==> src/rtl/game_state_ctrl.sv <==
// Whack-a-mole top-level sequencer: IDLE/PLAY/WIN/LOSE FSM, BCD score, countdown
// timer and frame-gated RGB screen select. Define MISS_PENALTY_EN to add the miss input.
module game_state_ctrl #(
  parameter int unsigned TICKS_PER_SEC = 100000000,
  parameter int unsigned GAME_SECONDS  = 30,
  parameter int unsigned WIN_SCORE     = 20
) (
  input  logic        clk,
  input  logic        reset,
  input  logic        start_btn,
  input  logic        hit,
`ifdef MISS_PENALTY_EN
  input  logic        miss,
`endif
  input  logic        vsync,
  input  logic [11:0] play_rgb,
  input  logic [11:0] win_rgb,
  input  logic [11:0] lose_rgb,
  output logic [11:0] rgb,
  output logic [1:0]  state,
  output logic [3:0]  score_tens,
  output logic [3:0]  score_ones,
  output logic [5:0]  time_left,
  output logic        sec_tick
);

  localparam int unsigned PW = (TICKS_PER_SEC > 1) ? $clog2(TICKS_PER_SEC) : 1;
  localparam logic [PW-1:0] PRESC_MAX = PW'(TICKS_PER_SEC - 1);
  localparam logic [5:0]    TIME_INIT = 6'(GAME_SECONDS);
  localparam logic [6:0]    WIN_VAL   = 7'(WIN_SCORE);

  typedef enum logic [1:0] {
    S_IDLE = 2'b00,
    S_PLAY = 2'b01,
    S_WIN  = 2'b10,
    S_LOSE = 2'b11
  } state_t;

  typedef enum logic [1:0] {
    DISP_PLAY = 2'b00,
    DISP_WIN  = 2'b01,
    DISP_LOSE = 2'b10
  } disp_t;

  state_t        state_q, state_d;
  disp_t         disp_q, disp_d;
  logic [3:0]    tens_q, tens_d, ones_q, ones_d;
  logic [5:0]    time_q, time_d;
  logic [PW-1:0] presc_q, presc_d;
  logic          tick_q, tick_d;
  logic [11:0]   rgb_q, rgb_d;
  logic          start_q, vsync_q;

  logic       start_edge, frame_edge, terminal;
  logic       do_inc, do_dec, win_hit;
  logic [3:0] inc_tens, inc_ones, dec_tens, dec_ones;
  logic [6:0] inc_val;

  always_comb begin
    start_edge = start_btn & ~start_q;
    frame_edge = vsync_q & ~vsync;
    terminal   = (presc_q == PRESC_MAX);

`ifdef MISS_PENALTY_EN
    do_inc = hit & ~miss;
    do_dec = miss & ~hit;
`else
    do_inc = hit;
    do_dec = 1'b0;
`endif

    if (tens_q == 4'd9 && ones_q == 4'd9) begin
      inc_tens = 4'd9;
      inc_ones = 4'd9;
    end else if (ones_q == 4'd9) begin
      inc_tens = tens_q + 4'd1;
      inc_ones = 4'd0;
    end else begin
      inc_tens = tens_q;
      inc_ones = ones_q + 4'd1;
    end

    if (tens_q == 4'd0 && ones_q == 4'd0) begin
      dec_tens = 4'd0;
      dec_ones = 4'd0;
    end else if (ones_q == 4'd0) begin
      dec_tens = tens_q - 4'd1;
      dec_ones = 4'd9;
    end else begin
      dec_tens = tens_q;
      dec_ones = ones_q - 4'd1;
    end

    inc_val = 7'(inc_tens) * 7'd10 + 7'(inc_ones);
    win_hit = do_inc && (inc_val == WIN_VAL);
  end

  always_comb begin
    state_d = state_q;
    tens_d  = tens_q;
    ones_d  = ones_q;
    time_d  = time_q;
    presc_d = presc_q;
    tick_d  = 1'b0;
    disp_d  = disp_q;

    unique case (state_q)
      S_IDLE: begin
        tens_d  = 4'd0;
        ones_d  = 4'd0;
        time_d  = TIME_INIT;
        presc_d = '0;
        if (start_edge) state_d = S_PLAY;
      end
      S_PLAY: begin
        if (do_inc) begin
          tens_d = inc_tens;
          ones_d = inc_ones;
        end else if (do_dec) begin
          tens_d = dec_tens;
          ones_d = dec_ones;
        end
        if (terminal) begin
          presc_d = '0;
          tick_d  = 1'b1;
          if (time_q != 6'd0) time_d = time_q - 6'd1;
        end else begin
          presc_d = presc_q + PW'(1);
        end
        // A winning hit outranks the final tick; time_left still lands on 0.
        if (win_hit) state_d = S_WIN;
        else if (terminal && time_q == 6'd1) state_d = S_LOSE;
      end
      S_WIN, S_LOSE: begin
        if (start_edge) begin
          state_d = S_IDLE;
          tens_d  = 4'd0;
          ones_d  = 4'd0;
          time_d  = TIME_INIT;
          presc_d = '0;
        end
      end
      default: state_d = S_IDLE;
    endcase

    if (frame_edge) begin
      unique case (state_q)
        S_WIN:   disp_d = DISP_WIN;
        S_LOSE:  disp_d = DISP_LOSE;
        default: disp_d = DISP_PLAY;
      endcase
    end

    unique case (disp_q)
      DISP_WIN:  rgb_d = win_rgb;
      DISP_LOSE: rgb_d = lose_rgb;
      default:   rgb_d = play_rgb;
    endcase
  end

  always_ff @(posedge clk) begin
    if (reset) begin
      state_q <= S_IDLE;
      tens_q  <= 4'd0;
      ones_q  <= 4'd0;
      time_q  <= TIME_INIT;
      presc_q <= '0;
      tick_q  <= 1'b0;
      disp_q  <= DISP_PLAY;
      rgb_q   <= '0;
      start_q <= 1'b1;
      vsync_q <= 1'b1;
    end else begin
      state_q <= state_d;
      tens_q  <= tens_d;
      ones_q  <= ones_d;
      time_q  <= time_d;
      presc_q <= presc_d;
      tick_q  <= tick_d;
      disp_q  <= disp_d;
      rgb_q   <= rgb_d;
      start_q <= start_btn;
      vsync_q <= vsync;
    end
  end

  assign rgb        = rgb_q;
  assign state      = state_q;
  assign score_tens = tens_q;
  assign score_ones = ones_q;
  assign time_left  = time_q;
  assign sec_tick   = tick_q;

endmodule
==> config.mk <==
export PLATFORM = sky130hd
export DESIGN_NAME = game_state_ctrl
export DESIGN_NICKNAME = d
export VERILOG_FILES = /design/src/rtl/game_state_ctrl.sv
export SDC_FILE = /design/constraint.sdc
export NUM_CORES = 1
export LEC_CHECK = 0
export BUFFER_PORTS_ARGS = -buffer_cell sky130_fd_sc_hd__buf_2
export CORE_MARGIN = 3
export CORE_UTILIZATION = 54
export DETAILED_ROUTE_END_ITERATION = 6
export PLACE_DENSITY = 0.79
export REMOVE_ABC_BUFFERS = 1
export SYNTH_ARGS = -nofsm -noshare
export SYNTH_HDL_FRONTEND = slang
export SYNTH_SLANG_ARGS = --single-unit
==> constraint.sdc <==
create_clock -name clk -period 5 [get_ports clk]
set_input_delay 0.25 -clock clk [delete_from_list [all_inputs] [get_ports clk]]
set_output_delay 0.25 -clock clk [all_outputs]
set_load 0.05 [all_outputs]
# --- After elaboration in Yosys (flattened, before gate mapping) ---
# Cells that the tools add are included.
word_totals:
  reg_bits: 60
  output_inout_bits: 29
  word_cells: 71
op_classes:
  addsub: 5
  mul: 1
  n_eq_ne: 16
  mux: 24
  bitwise: 5
  n_reduce_logical: 10
ops:
  columns: ["cell", "n"]
  rows:
  - ["27-bit case mux with 3 select lines", 1]
  - ["27-bit two-way mux", 2]
  - ["4-bit two-way mux", 7]
  - ["27-bit by 1-bit adder with 27-bit output, second input constant", 1]
  - ["27-bit equality test, second input constant", 1]
  - ["12-bit case mux with 2 select lines", 1]
  - ["4-bit case mux with 3 select lines", 2]
  - ["6-bit two-way mux", 3]
  - ["6-bit case mux with 3 select lines", 1]
  - ["2-bit != test, second input constant", 5]
  - ["4-bit by 1-bit adder with 4-bit output, second input constant", 2]
  - ["4-bit equality test, second input constant", 2]
  - ["2-bit two-way mux", 4]
  - ["7-bit by 4-bit adder with 7-bit output", 1]
  - ["7-bit by 5-bit equality test with 1-bit output, second input constant", 1]
  - ["2-bit equality test, second input constant", 3]
  - ["6-bit by 1-bit equality test with 1-bit output, second input constant", 1]
  - ["4-bit by 3-bit multiplier with 6-bit output, second input constant", 1]
  - ["2-bit case mux with 3 select lines", 1]
  - ["3-bit AND reduction", 2]
  - ["6-bit nonzero test", 1]
  - ["6-bit by 1-bit subtractor with 6-bit output, second input constant", 1]
  - ["2-bit by 1-bit equality test with 1-bit output, second input constant", 2]
  - ["2-bit case mux with 2 select lines", 1]
  - ["other kinds (8)", 14]

# --- Depth between registers and ports, before layout ---
# Gate-level depths: netlist (run 1).
logic_depth:
  depth_word: 9
  depth_mapped: 14
  depth_no_buf: 14

# --- Worst setup path after synthesis (run 1) ---
# No wires, ideal clock.
synth_timing:
  path_kind: "reg2reg"
  startpoint: "register ones_q[0] (netlist: score_ones[0])"
  endpoint: "register state_q[0] (netlist: state[0])"
  setup_ps: 118
  arrival_ps: 3881
  required_time_ps: 4882
  path_slack_ps: 1001
  path_stages_with_launch: 14
  path_buffers: 0
  cell_sequence: "dfxtp_1 ha_1 and3b_1 nand2_1 o22ai_1 ha_1 ha_1 inv_1 fa_1 or4b_2 mux2i_1 a22oi_1 or4_1 o2111a_1"
synth_between:
  elab_chain_len: 9
synth_lines:
  columns: ["element", "line", "text"]
  rows:
  - ["start, declared", "47", "logic [3:0] tens_q, tens_d, ones_q, ones_d;"]
  - ["start signal, assigned", "176", "ones_q <= ones_d;"]
  - ["4-bit equality test", "72, 75", null]
  - ["4-bit two-way mux or 1-bit logical AND (tied branches)", "75, 72", null]
  - ["4-bit two-way mux", "72", "if (tens_q == 4'd9 && ones_q == 4'd9) begin"]
  - ["4-bit by 3-bit multiplier with 6-bit output", "94", "inc_val = 7'(inc_tens) * 7'd10 + 7'(inc_ones);"]
  - ["7-bit by 4-bit adder with 7-bit output (*)", "94", null]
  - ["7-bit by 5-bit equality test with 1-bit output (*)", "95", "win_hit = do_inc && (inc_val == WIN_VAL);"]
  - ["1-bit logical AND (*)", "95", null]
  - ["3-bit != test (no line) or 2-bit two-way mux (tied branches)", null, null]
  - ["3-bit AND reduction (no line) or 2-bit case mux with 3 select lines (tied branches)", null, null]
  - ["end signal, assigned", "174", "state_q <= state_d;"]
  - ["end, declared", "45", "state_t state_q, state_d;"]
# Every way passes the cells marked *; elsewhere a longest branch is shown, timed or not.
# A chain may end at the register's enable or synchronous reset.

# --- Worst setup path in the final report (run 1) ---
# Ends and elaborated chain as after synthesis.

==> results.txt, run 1 <==
Data arrival, critical path: 4.28 ns
vias in the first global route: 2900
Synth Register Bits: 60
Clock transition at path regs: 0.06 ns
grt total ovfl: 0
Avg Synthesized Cell Area: 8.52 um2
critical path capture point type: register
Req. time, crit path: 5.23 ns
layout cells sized above 1: 22.0%
CTS tree: done
Post-CTS Resized: 0
utilization after layout: 67.2%
final clock skew: 0.00447 ns
synthesized instance count: 381
Crit Path Category: reg2reg
Rel. slew slack: 31.3%
status: finished clean
unrepaired setup endpoints after global routing: false
Die Area: 6980 um2
gr usage total: 22.1%
final setup fails: 0
VDD IR max: 0.182 mV
core footprint: 5680 um2
worst hold path class: in2reg
largest net degree at the start of global routing: 33
period utilisation layout: 81.0%
pre-CTS setup slack: 0.997 ns
root buf cell: clkbuf_8
initial DRC count: 71
Placed Instances: 507
ys flop type: dfxtp_1
YS warnings: 0
H-tree lvl count: 3
Ports: 70
Synth top area share: 37.0%
FP Rows: 27
fin. max-slew vios: 0
fin cells: 522
WHS: 0.125 ns
FMAX: 0.247 GHz
drt pass-1 iters: 5
n_diodes: 0
area grow syn2layout: 17.4%
Worst-Skew Late Latency: 0.33 ns
Worst Setup Slack, final: 0.948 ns
setup TNS: 0 ns
starting density of the core: 57.2%
Filler Cells Inserted: 498
crit-path max FO: 6
CTS Buf Count: 9
Yosys cell types: 57
setup bufs post-CTS: 0
post-detail-place hpwl: 5.50 mm
Pwr per Cell Area: 259 nW/um2
clk sinks: 60
Fin. Hold Viols: 0
first-pass GRT wire length: 12.9 mm
DR DRC count: 0
synth top area cells: dfxtp_1 (37%), nor2_1 (8.1%), ha_1 (5.8%)
Mapped Area: 3250 um2
P_leak: 1.52 nW
die outline height: 83.5 um
area leader, netlist: dfxtp_1
Routed Antenna Nets: 0
Worst-Margin Slew: 1.02 ns
Via Count: 2990
routed len/inst: 14.4 um
fin crit period: 4.05 ns
GPL Wtd Cong: 0.859
PortBufs: 69
die span in x: 83.5 um
startpoint class of the critical path: register
sequential fraction of the synthesis area: 37.0%
Total Wirelength: 7.50 mm
fin nets: 504
CTS max path bufs: 2
Max Cap Violations: 0
async set or reset register ratio after synthesis: 0%
CTS Hold Bufs: 0
Via density: 5.73
Post-synth EDFFs: 0
initial antenna violation count: 0
-- kinds of logic after synthesis --
| family | synth area share [%] |
|---|---|
| xor gates and xnor gates | 7.83 |
| buffers and inverters | 4.09 |
| AOI/OAI and AO/OA | 15.7 |
| muxes | 1.27 |
| adders and majority gates | 7.02 |
| DFF | 37.0 |
| and+or+nand+nor | 27.1 |
-- synthesized netlist by cell type, types with 2 or more instances --
library cell   n
buf_2          3
nand3b_1       2
a31oi_1        3
buf_6          2
a22oi_1       20
or4b_2         2
nand4_1       11
inv_1         15
nor4_1         4
nor2_1        70
nand4b_1       2
nand3_1       12
o21ai_0        8
ha_1          15
nor2b_1        2
and3b_1        2
nor4b_1        3
clkbuf_1       9
a21o_1         2
nand2b_1       4
a311oi_1       2
and3_1         5
and3_2         2
a211oi_1       2
mux2i_1        3
fa_1           2
a21oi_1       22
a21boi_0       2
nand2_1       24
dfxtp_1       60
xnor2_1        7
o2111a_1       2
and2_1         2
and4_1         8
or4_1          2
or2_2          2
nor3_1         5
xor2_1        19
-- critical path: stages, from the launching register on --
cell and delay (ns):
dfxtp_1 0.43, ha_1 0.25, and3b_1 0.26, nand2_1 0.11
o22ai_1 0.34, ha_1 0.31, ha_1 0.20, inv_1 0.07
fa_1 0.47, or4b_2 0.64, mux2i_1 0.15, a22oi_1 0.10
or4_1 0.46, o2111a_1 0.17
-- routing by layer --
layer / vias to the layer above / global-route usage, % / part of all wire, %
li1: 1488 / - / -
met1: 1381 / 26.7 / 44
met2: 109 / 37.8 / 47
met3: 12 / 5.33 / 7.5
met4: 0 / 9.06 / 1.5
met5: - / 0 / 0
-- through the flow --
stage	total power, mW	instance area, um2
floorplan	0.535	3170
global placement	0.565	3600
detailed placement	0.566	3600
CTS	1.00	3810
global route	1.03	3810
finish	0.989	3810
-- registers in the layout (all words and copies together) (netlist names) --
register    flops
disp_q          2
state           2
time_left       6
score_tens      4
sec_tick        1
vsync_q         1
start_q         1
presc_q        27
score_ones      4
rgb            12
-- worst paths after layout --
path              depth (start not counted)         to  slack (ns)          start
setup reg to reg                         13   state[0]        0.95  score_ones[0]
setup / recovery                         13   state[0]        0.95  score_ones[0]
hold / removal                            2    vsync_q        0.12          vsync
hold reg to reg                           2  disp_q[1]        0.48      disp_q[1]
-- cell type report --
class | instances | area (um2) | share of cell area (%)
flip-flops and latches | 60 | 1200 | 31.5
inverters | 15 | 56.3 | 1.48
well taps | 72 | 90.1 | 2.36
clock buffers | 15 | 206 | 5.42
multi-input cells | 291 | 1910 | 50.2
repair buffers | 69 | 345 | 9.06
-- cells in the final DEF, fill, tap and decap left out, types with 2 or more instances in the layout --
master,n
xor2_1,19
a22oi_1,20
nand4_1,11
nand4b_1,2
nand3_1,12
and3_1,5
a21o_1,2
inv_1,15
nand2_1,24
mux2i_1,3
fa_1,2
o21ai_0,8
nor3_1,5
or4b_2,2
a21oi_1,22
a21boi_0,2
ha_1,15
nor2_1,70
or4_1,2
a211oi_1,2
nand3b_1,2
nand2b_1,4
and2_1,2
and3b_1,2
or2_2,2
and3_2,2
nor2b_1,2
a31oi_1,3
a311oi_1,2
and4_1,8
nor4b_1,3
nor4_1,4
dfxtp_1,60
xnor2_1,7
buf_2,69
o2111a_1,2
clkbuf_8,15
-- power by group --
group          total [mW]  switching [mW]  internal (mW)  leakage, nW
sequential          0.488         0.00276          0.485        0.487
clock               0.434           0.175          0.259        0.108
combinational      0.0670          0.0444         0.0226        0.928
Note: power is estimated with default switching activity, not from simulation.
==> run 2, diff against run 1 <==
==> constraint.sdc (replaced) <==
create_clock -name clk -period 4.06 [get_ports clk]
set_input_delay 0.203 -clock clk [delete_from_list [all_inputs] [get_ports clk]]
set_output_delay 0.203 -clock clk [all_outputs]
set_load 0.05 [all_outputs]
==> run 2 against run 1 <==
Against the previous run:
- largest power group unchanged
- sequential cell count unchanged
- count of clock-buffer cells in the layout down 6
- critical endpoint unchanged
- register-to-register slack lost 0.71 ns
- hold slack worse by 0.035 ns
- via count down 0.94%
- sequential power grew 23%
- combinational power up 24%
- clock power grew 1%
- highest routed layer unchanged
==> results.txt, run 2 (synthesized netlist as in run 1, its figures left out) <==
core footprint: 5680 um2 (unchanged)
worst hold path class: in2reg
DR DRC count: 0 (unchanged)
Worst-Margin Slew: 1.01 ns (-0.00861 ns)
Pwr per Cell Area: 298 nW/um2 (+15%)
fin nets: 505 (+0.20%)
Critical R2R Launch: score_ones[0]
CTS Hold Bufs: 0 (unchanged)
post-detail-place hpwl: 5.35 mm (-2.7%)
Crit Path Category: reg2reg
setup TNS: 0 ns (unchanged)
final setup fails: 0 (unchanged)
startpoint class of the critical path: register
Via Count: 2962 (-0.94%)
n_diodes: 0 (unchanged)
Hold Path Origin: vsync
Filler Cells Inserted: 484 (-2.8%)
Die Area: 6980 um2 (unchanged)
unrepaired setup endpoints after global routing: false
setup bufs post-CTS: 0 (unchanged)
Req. time, crit path: 4.29 ns (-0.94 ns)
Fin. Hold Viols: 0 (unchanged)
Total Wirelength: 7.44 mm (-0.77%)
CTS tree: done
critical path capture point type: register
Data arrival, critical path: 4.05 ns (-0.23 ns)
die span in x: 83.5 um (unchanged)
Rel. slew slack: 32.5% (+1.2 points)
root buf cell: clkbuf_8
reg-to-reg endpoint: state[0]
crit-path max cell delay: 0.62 ns (-0.02 ns)
largest net degree at the start of global routing: 33 (unchanged)
CTS max path bufs: 2 (unchanged)
Via density: 5.66 (-1.1%)
hold depth: 2 (unchanged)
gr usage total: 21.4% (-0.70 points)
vias in the first global route: 2698 (-7.0%)
Routed Antenna Nets: 0 (unchanged)
period utilisation layout: 94.1% (+13 points)
VDD IR max: 0.269 mV (+48%)
initial DRC count: 105 (+48%)
commonest non-fill, non-tap cell in the layout: nor2_1
grt total ovfl: 0 (unchanged)
Clock transition at path regs: 0.07 ns (about the same)
die outline height: 83.5 um (unchanged)
critical path, cell by cell: ha_1 > and3b_1 > nand2_1 > mux2_2 > ha_1 > ha_1 > inv_1 > fa_1 > or4b_2 > mux2i_1 > a22oi_1 > or4_1 > o2111a_1
R2R Setup Slk: 0.24 ns (-0.71 ns)
layout cells sized above 1: 22.2% (+0.17 points)
initial antenna violation count: 0 (unchanged)
most used cell, CP: ha_1
drt pass-1 iters: 4 (-1)
final clock skew: 0.00800 ns (+0.00352 ns)
slowest stage cell, crit path: or4b_2
crit-path max FO: 6 (unchanged)
hold endpoint: vsync_q
H-tree lvl count: 3 (unchanged)
P_leak: 1.51 nW (-1.2%)
CTS Buf Count: 9 (unchanged)
Max Cap Violations: 0 (unchanged)
first-pass GRT wire length: 12.2 mm (-4.8%)
area grow syn2layout: 16.1%
starting density of the core: 57.2% (unchanged)
PortBufs: 69 (unchanged)
FP Rows: 27 (unchanged)
Tot Pwr: 1.12 mW (+14%)
Post-CTS Resized: 0 (unchanged)
routed len/inst: 14.2 um (-0.96%)
largest register by flop count: presc_q
max reg flops: 27 (unchanged)
clk sinks: 60 (unchanged)
reg2reg path depth: 13 (unchanged)
GPL Wtd Cong: 0.865 (+0.69%)
commonest non-fill, non-tap cells in the layout: nor2_1 (70), buf_2 (69), dfxtp_1 (60)
fin crit period: 3.82 ns (-0.232 ns)
fin. max-slew vios: 0 (unchanged)
status: finished clean
FMAX: 0.262 GHz (+6.1%)
Ports: 70 (unchanged)
Worst-Skew Late Latency: 0.34 ns (about the same)
-- run 2: worst max path at each step --
stage / start / endpoint / cells past startpoint
2_1_floorplan: score_ones[0] / state[0] / 13
3_3_place_gp: score_ones[0] / state[0] / 13
3_5_place_dp: score_ones[0] / state[0] / 13
4_1_cts: score_ones[0] / state[0] / 13
5_1_grt: score_ones[0] / state[0] / 13
6_report: score_ones[0] / state[0] / 13
-- run 2: per-layer routing --
metal / track usage (%) / wire [um] / vias up
met5: 0 / 0 / -
met1: 26.4 / 3350 / 1367
met3: 6.61 / 573 / 7
met4: 7.75 / 82 / 0
li1: - / - / 1493
met2: 35.4 / 3440 / 95
-- run 2: critical path, delay by kind of cell (launching register included) --
| family | cells | cell delay (ns) |
|---|---|---|
| adder cells (fa/ha/maj) | 4 | 1.09 |
| multiplexers | 2 | 0.45 |
| AND/OR/NAND/NOR | 4 | 1.45 |
| buffers and inverters | 1 | 0.07 |
| flip-flops | 1 | 0.41 |
| AO/OA/AOI/OAI | 2 | 0.26 |
-- run 2: final cells by class --
cell class / count / area (um2) / share of cell area [%]
clock buffers: 9 / 124 / 3.29
clock inverters: 6 / 32.5 / 0.863
inverters: 15 / 56.3 / 1.49
multi-input cells: 291 / 1910 / 50.7
flip-flops and latches: 60 / 1200 / 31.9
well taps: 72 / 90.1 / 2.39
repair buffers: 70 / 353 / 9.36
-- run 2: report_power, final --
part	internal [mW]	switching, mW
clock network	0.212	0.227
logic	0.0279	0.0553
registers	0.597	0.00349
-- run 2: through the flow --
stage | hold WS [ns] | util [%] | setup WS (ns) | cells | cell area [um2]
after floorplan | 0.272 | - | 0.0614 | 366 | 3170
after global placement | 0.409 | 63.6 | 0.391 | 508 | 3610
after detailed placement | 0.426 | 63.6 | 0.280 | 508 | 3610
after CTS | 0.0759 | 66.4 | 0.266 | 523 | 3770
after global routing | 0.0779 | 66.4 | 0.0462 | 523 | 3770
final | 0.0895 | 66.4 | 0.240 | 523 | 3770
